<file path="config.mk">
export PLATFORM = sky130hd
export DESIGN_NAME = imem_loader
export DESIGN_NICKNAME = d
export VERILOG_FILES = /design/src/rtl/imem_loader_pkg.sv /design/src/rtl/imem_loader_word_assembler.sv /design/src/rtl/imem_loader.sv
export SDC_FILE = /design/constraint.sdc
export NUM_CORES = 1
export LEC_CHECK = 0
export BUFFER_PORTS_ARGS = -buffer_cell sky130_fd_sc_hd__buf_2
export CAP_MARGIN = 20
export CORE_MARGIN = 3
export CORE_UTILIZATION = 25
export DETAILED_ROUTE_END_ITERATION = 10
export PLACE_DENSITY_LB_ADDON = 0.05
export SETUP_SLACK_MARGIN = 0.2
export SLEW_MARGIN = 15
export SYNTH_ARGS = -nofsm -noshare
export SYNTH_HDL_FRONTEND = slang
export SYNTH_SLANG_ARGS = --single-unit
</file>
<file path="constraint.sdc">
create_clock -name clk -period 2.1 [get_ports clk]
set_input_delay 0.21 -clock clk [delete_from_list [all_inputs] [get_ports clk]]
set_output_delay 0.21 -clock clk [all_outputs]
set_load 0.02 [all_outputs]
</file>
<file path="src/rtl/imem_loader_pkg.sv">
// Shared types and sizing for the instruction-memory boot loader.
package imem_loader_pkg;

  typedef enum logic [2:0] {
    IDLE,
    COUNT,
    DATA,
    WRITE,
    CHECK,
    DONE,
    ERR
  } state_e;

  localparam int BYTES_PER_WORD = 4;
  localparam int BYTE_IDX_W     = $clog2(BYTES_PER_WORD);
  localparam int DEF_ADDR_W     = 8;
  localparam int WORD_IDX_W     = DEF_ADDR_W - BYTE_IDX_W;

endpackage

</file>
<file path="src/rtl/imem_loader_word_assembler.sv">
// Little-endian 4-lane byte assembler; word_o already includes the byte being loaded.
module word_assembler
  import imem_loader_pkg::*;
(
  input  logic        clk,
  input  logic        rst_n,
  input  logic        load,
  input  logic        clear,
  input  logic [7:0]  byte_in,
  output logic [31:0] word,
  output logic        last_byte
);

  logic [BYTE_IDX_W-1:0] idx_q;
  logic [BYTE_IDX_W-1:0] idx_d;
  logic [7:0]            lane_q [BYTES_PER_WORD];

  always_comb begin
    idx_d = idx_q;
    if (clear) begin
      idx_d = '0;
    end else if (load) begin
      idx_d = idx_q + 1'b1;
    end
  end

  always_ff @(posedge clk or negedge rst_n) begin
    if (!rst_n) begin
      idx_q <= '0;
    end else begin
      idx_q <= idx_d;
    end
  end

  genvar gi;
  generate
    for (gi = 0; gi < BYTES_PER_WORD; gi++) begin : g_lane
      logic hit;
      assign hit = load && (idx_q == BYTE_IDX_W'(gi));

      always_ff @(posedge clk or negedge rst_n) begin
        if (!rst_n) begin
          lane_q[gi] <= '0;
        end else if (clear) begin
          lane_q[gi] <= '0;
        end else if (hit) begin
          lane_q[gi] <= byte_in;
        end
      end

      // Bypass lets the writer capture the full word on the 4th byte's edge.
      assign word[gi*8 +: 8] = hit ? byte_in : lane_q[gi];
    end
  endgenerate

  assign last_byte = load && (idx_q == BYTE_IDX_W'(BYTES_PER_WORD - 1));

endmodule

</file>
<file path="src/rtl/imem_loader.sv">
// Boot loader: count header, little-endian words, XOR trailer -> imem write port.
module imem_loader
  import imem_loader_pkg::*;
#(
  parameter int ADDR_W    = 8,
  parameter int MAX_WORDS = 64
) (
  input  logic              clk,
  input  logic              reset,
  input  logic              start,
  input  logic [7:0]        rx_data,
  input  logic              rx_valid,
  output logic              rx_ready,
  output logic              wr_en,
  output logic [ADDR_W-1:0] wr_addr,
  output logic [31:0]       wr_data,
  output logic              cpu_hold,
  output logic              done,
  output logic              error
);

  localparam int         WI_W  = ADDR_W - BYTE_IDX_W;
  localparam logic [7:0] MAX_N = 8'(MAX_WORDS);

  state_e            state_q, state_d;
  logic [7:0]        chk_q, chk_d;
  logic [WI_W-1:0]   widx_q, widx_d;
  logic [WI_W-1:0]   last_idx_q, last_idx_d;
  logic [ADDR_W-1:0] wr_addr_q, wr_addr_d;
  logic [31:0]       wr_data_q, wr_data_d;
  logic              hold_q, hold_d;
  logic              done_q, done_d;
  logic              err_q, err_d;

  logic              start_ok;
  logic              asm_load;
  logic              asm_clear;
  logic [31:0]       asm_word;
  logic              asm_last;

  assign start_ok  = start && (state_q == IDLE || state_q == DONE || state_q == ERR);
  assign asm_load  = (state_q == DATA) && rx_valid;
  assign asm_clear = start_ok || ((state_q == COUNT) && rx_valid);

  word_assembler u_asm (
    .clk       (clk),
    .rst_n     (reset),
    .load      (asm_load),
    .clear     (asm_clear),
    .byte_in   (rx_data),
    .word      (asm_word),
    .last_byte (asm_last)
  );

  always_comb begin
    state_d    = state_q;
    chk_d      = chk_q;
    widx_d     = widx_q;
    last_idx_d = last_idx_q;
    wr_addr_d  = wr_addr_q;
    wr_data_d  = wr_data_q;
    hold_d     = hold_q;
    done_d     = done_q;
    err_d      = err_q;
    rx_ready   = 1'b0;
    wr_en      = 1'b0;

    case (state_q)
      IDLE, DONE, ERR: begin
        if (start) begin
          state_d = COUNT;
          chk_d   = '0;
          widx_d  = '0;
          hold_d  = 1'b1;
          done_d  = 1'b0;
          err_d   = 1'b0;
        end
      end
      COUNT: begin
        rx_ready = 1'b1;
        if (rx_valid) begin
          chk_d = rx_data;
          if (rx_data == 8'd0 || rx_data > MAX_N) begin
            state_d = ERR;
            err_d   = 1'b1;
          end else begin
            last_idx_d = WI_W'(rx_data - 8'd1);
            state_d    = DATA;
          end
        end
      end
      DATA: begin
        rx_ready = 1'b1;
        if (rx_valid) begin
          chk_d = chk_q ^ rx_data;
          if (asm_last) begin
            state_d   = WRITE;
            wr_addr_d = {widx_q, {BYTE_IDX_W{1'b0}}};
            wr_data_d = asm_word;
          end
        end
      end
      WRITE: begin
        wr_en   = 1'b1;
        widx_d  = widx_q + 1'b1;
        state_d = (widx_q == last_idx_q) ? CHECK : DATA;
      end
      CHECK: begin
        rx_ready = 1'b1;
        if (rx_valid) begin
          if (rx_data == chk_q) begin
            state_d = DONE;
            done_d  = 1'b1;
            hold_d  = 1'b0;
          end else begin
            state_d = ERR;
            err_d   = 1'b1;
          end
        end
      end
      default: state_d = IDLE;
    endcase
  end

  always_ff @(posedge clk or negedge reset) begin
    if (!reset) begin
      state_q    <= IDLE;
      chk_q      <= '0;
      widx_q     <= '0;
      last_idx_q <= '0;
      wr_addr_q  <= '0;
      wr_data_q  <= '0;
      hold_q     <= 1'b1;
      done_q     <= 1'b0;
      err_q      <= 1'b0;
    end else begin
      state_q    <= state_d;
      chk_q      <= chk_d;
      widx_q     <= widx_d;
      last_idx_q <= last_idx_d;
      wr_addr_q  <= wr_addr_d;
      wr_data_q  <= wr_data_d;
      hold_q     <= hold_d;
      done_q     <= done_d;
      err_q      <= err_d;
    end
  end

  assign wr_addr  = wr_addr_q;
  assign wr_data  = wr_data_q;
  assign cpu_hold = hold_q;
  assign done     = done_q;
  assign error    = err_q;

endmodule

</file>
==> impl_metrics.ini <==
[clock_network]
clock-sinks = 90
root_buffer = clkbuf_16
cts_buffers = 9
path_clk_slew_ns = 0.07
clk_latency_ns = 0.34
cts_tree = built
cts_buffer_depth = 2
htree_levels = 3

[setup_path]
path_cells = buf_6, or4bb_4, o211ai_1, or2_1, buf_6, a32oi_1, o21ai_1
reg2reg_to = chk_q[0]
r2r_start = state_q[2]
critPathArrivalTime_ns = 2.14
worst-path-max-fanout = 5
end_kind = flip-flop
crit_slowest_cell = or4bb_4
start_kind = flip-flop
worstSetupPathType = flip-flop to flip-flop
critPathMostFrequentCell = buf_6
startpoint = state_q[2]
rr_worst_depth = 7
crit_required_ns = 2.37
critPathMaxStageDelay_ns = 0.53
crit_end = chk_q[0]
r2r_slack_ns = 0.23

[drt]
via_per_inst = 4.52
ant_nets = 0
drt_wl_total_um = 11600
vias = 3226
first_iter_violations = 159
drc = 0
dr.pass1.iters = 4
avgRoutedWirePerCell_um = 16.2

[timing]
hold_slack_ns = 0.165
grt_setup_unrepaired = true
fin_skew_ns = 0.00510
setup_tns_ns = 0
hold_viol = 0
finalWorstPathRequiredPeriod_ns = 1.87
slew_violations = 0
maxSlewHeadroom_pct = 63.5
setup_viol_count_final = 0
fmax_mhz = 533
min_period_over_period_pct = 89.3
worstMarginPinSlew_ns = 0.547

[grt]
overflow = 0
grt_max_degree = 91
grt_pass1_wl_um = 18500
grt_pass1_vias = 3211
grt_usage_pct = 13.1
antenna_found_initial = 0

[power]
p_per_area_mw_per_mm2 = 1410
total_leakage_power_nw = 2.71
fin_total_pwr_mw = 7.75
ir_drop_uv = 513

[cells_and_area]
drive_above_1_share_pct = 32.0
layout_common_cells = 87 x dfrtp_1, 52 x buf_2, 51 x nand2_1
diodes = 0
final_area_mm2 = 0.00548
final_common_cell = dfrtp_1
areaGrowthSynthToFinish_pct = 28.1
fin_nets = 506
final.fill_count = 1734
final_cells = 713

[synthesis]
yosys_warnings = 0
ys.flop_type = dfrtp_1
seq_area_frac_synth_pct = 52.7
synth_area_mm2 = 0.00428
synth_cell_type_count = 50
synth_edf_count = 0
syn_area_per_cell_um2 = 10.5
synthCells = 408
synth-seq-cells = 90
synth-async-reset-ratio_pct = 100

[floorplan]
die-area_mm2 = 0.0187
die_h_um = 137
core_area_mm2 = 0.0166
rows = 47
initial_core_util_pct = 25.7
io_pins = 57
die_x_um = 137

[placement]
dpl_cell_area_mm2 = 0.00501
dp_hpwl_um = 7960
gp_congestion = 0.802
port_buffers = 54
post-place-cells = 691

[run_status]
outcome = complete, no violations

[worst_hold_path]
hold_class = input port to flip-flop

[job]
cap_violations = 0
==> layout make-up <==
cell class / count / area, um^2 / area share [%]
Timing Repair Buffer: 96 / 629 / 11.5
Sequential cell: 90 / 2260 / 41.2
Tap cell: 220 / 275 / 5.02
Clock buffer: 13 / 270 / 4.93
Multi-Input combinational cell: 281 / 1980 / 36.2
Inverter: 10 / 46.3 / 0.845
Clock inverter: 3 / 21.3 / 0.388
==> flip-flops by register name, summed over array words and instances (netlist names) <==
name          flops
wr_addr           6
done              1
widx_q            6
chk_q             8
u_asm.lane_q     24
u_asm.idx_q       2
last_idx_q        6
state_q           3
error             1
wr_data          32
cpu_hold          1
==> cells in the mapped netlist (2+ instances only) <==
cell type	instances	area, um^2
ha_1	6	75.1
nand2b_1	2	12.5
nor2b_1	6	37.5
o211ai_1	2	15.0
clkbuf_1	10	37.5
o21ai_1	2	10.0
inv_1	10	37.5
buf_2	8	40.0
mux2_4	5	75.1
o22ai_1	2	12.5
xnor2_1	4	35.0
a21boi_0	2	15.0
nand2_1	53	199
nor3_1	3	15.0
mux2i_1	29	290
nor4_1	2	12.5
nor2_4	2	22.5
dfrtp_1	89	2230
mux2_2	12	135
xor2_1	18	158
a211oi_1	3	22.5
a32oi_1	7	61.3
a21oi_1	2	10.0
buf_4	8	60.1
o31ai_1	2	15.0
nand3_1	4	20.0
o21ai_0	53	265
a31oi_1	2	12.5
nor2_1	36	135
o21a_1	4	30.0
==> routing by layer <==
metal,wire (um),global-route usage (%),up-vias
li1,-,-,1559
met1,5380,17.3,1602
met2,5580,21.2,58
met3,467,3.97,7
met4,127,3.27,0
met5,0,0,-
==> report_power, final <==
| group | internal (mW) | switching [mW] |
|---|---|---|
| Combinational | 1.42 | 1.93 |
| Sequential | 2.39 | 0.413 |
| Clock | 0.903 | 0.700 |
==> per-stage QoR <==
step | setup slack [ns] | utilization [%]
detailed placement | 0.0450 | 30.1
global route | 0.116 | 32.9
floorplan | 0.123 | -
CTS | 0.142 | 32.2
global placement | 0.0685 | 30.1
finish | 0.225 | 32.9
==> what timing repair did <==
| action | in CTS | in global routing |
|---|---|---|
| gates cloned | 0 | 0 |
| pin swaps | 5 | 7 |
| setup buffers | 3 | 2 |
| setup endpoints to repair | 49 | 51 |
| hold buffers | 1 | 0 |
| gates resized for setup | 10 | 28 |
| endpoints found under the hold margin | 89 | 0 |
==> critical path, delay by kind of cell (launching register included) <==
family,cells,cell delay [ns]
compound gates,3,0.40
buf+inv,2,0.26
flops,1,0.41
simple gates,2,0.73
==> worst min-delay path by stage <==
| stage | end | startpoint | cells after the start |
|---|---|---|---|
| after floorplan | chk_q[0] | reset | 0 |
| after global placement | done | reset | 2 |
| after detailed placement | done | reset | 2 |
| after CTS | wr_data[25] | rx_data[1] | 3 |
| after global routing | wr_data[25] | rx_data[1] | 3 |
| final | wr_data[25] | rx_data[1] | 3 |
==> cell families (layout without fill, tap and decap cells) <==
family / count (synthesis) / in the layout / share of synthesized area (%)
adder cells (fa/ha/maj): 6 / 6 / 1.75
multiplexers: 46 / 46 / 11.7
AO/OA/AOI/OAI: 85 / 85 / 11.8
AND/OR/NAND/NOR: 120 / 120 / 13.0
other: 1 / 2 / 0.0877
flip-flops: 90 / 90 / 52.7
buffers and inverters: 38 / 122 / 4.48
XOR/XNOR: 22 / 22 / 4.50
(Power assumes the default switching activity.)
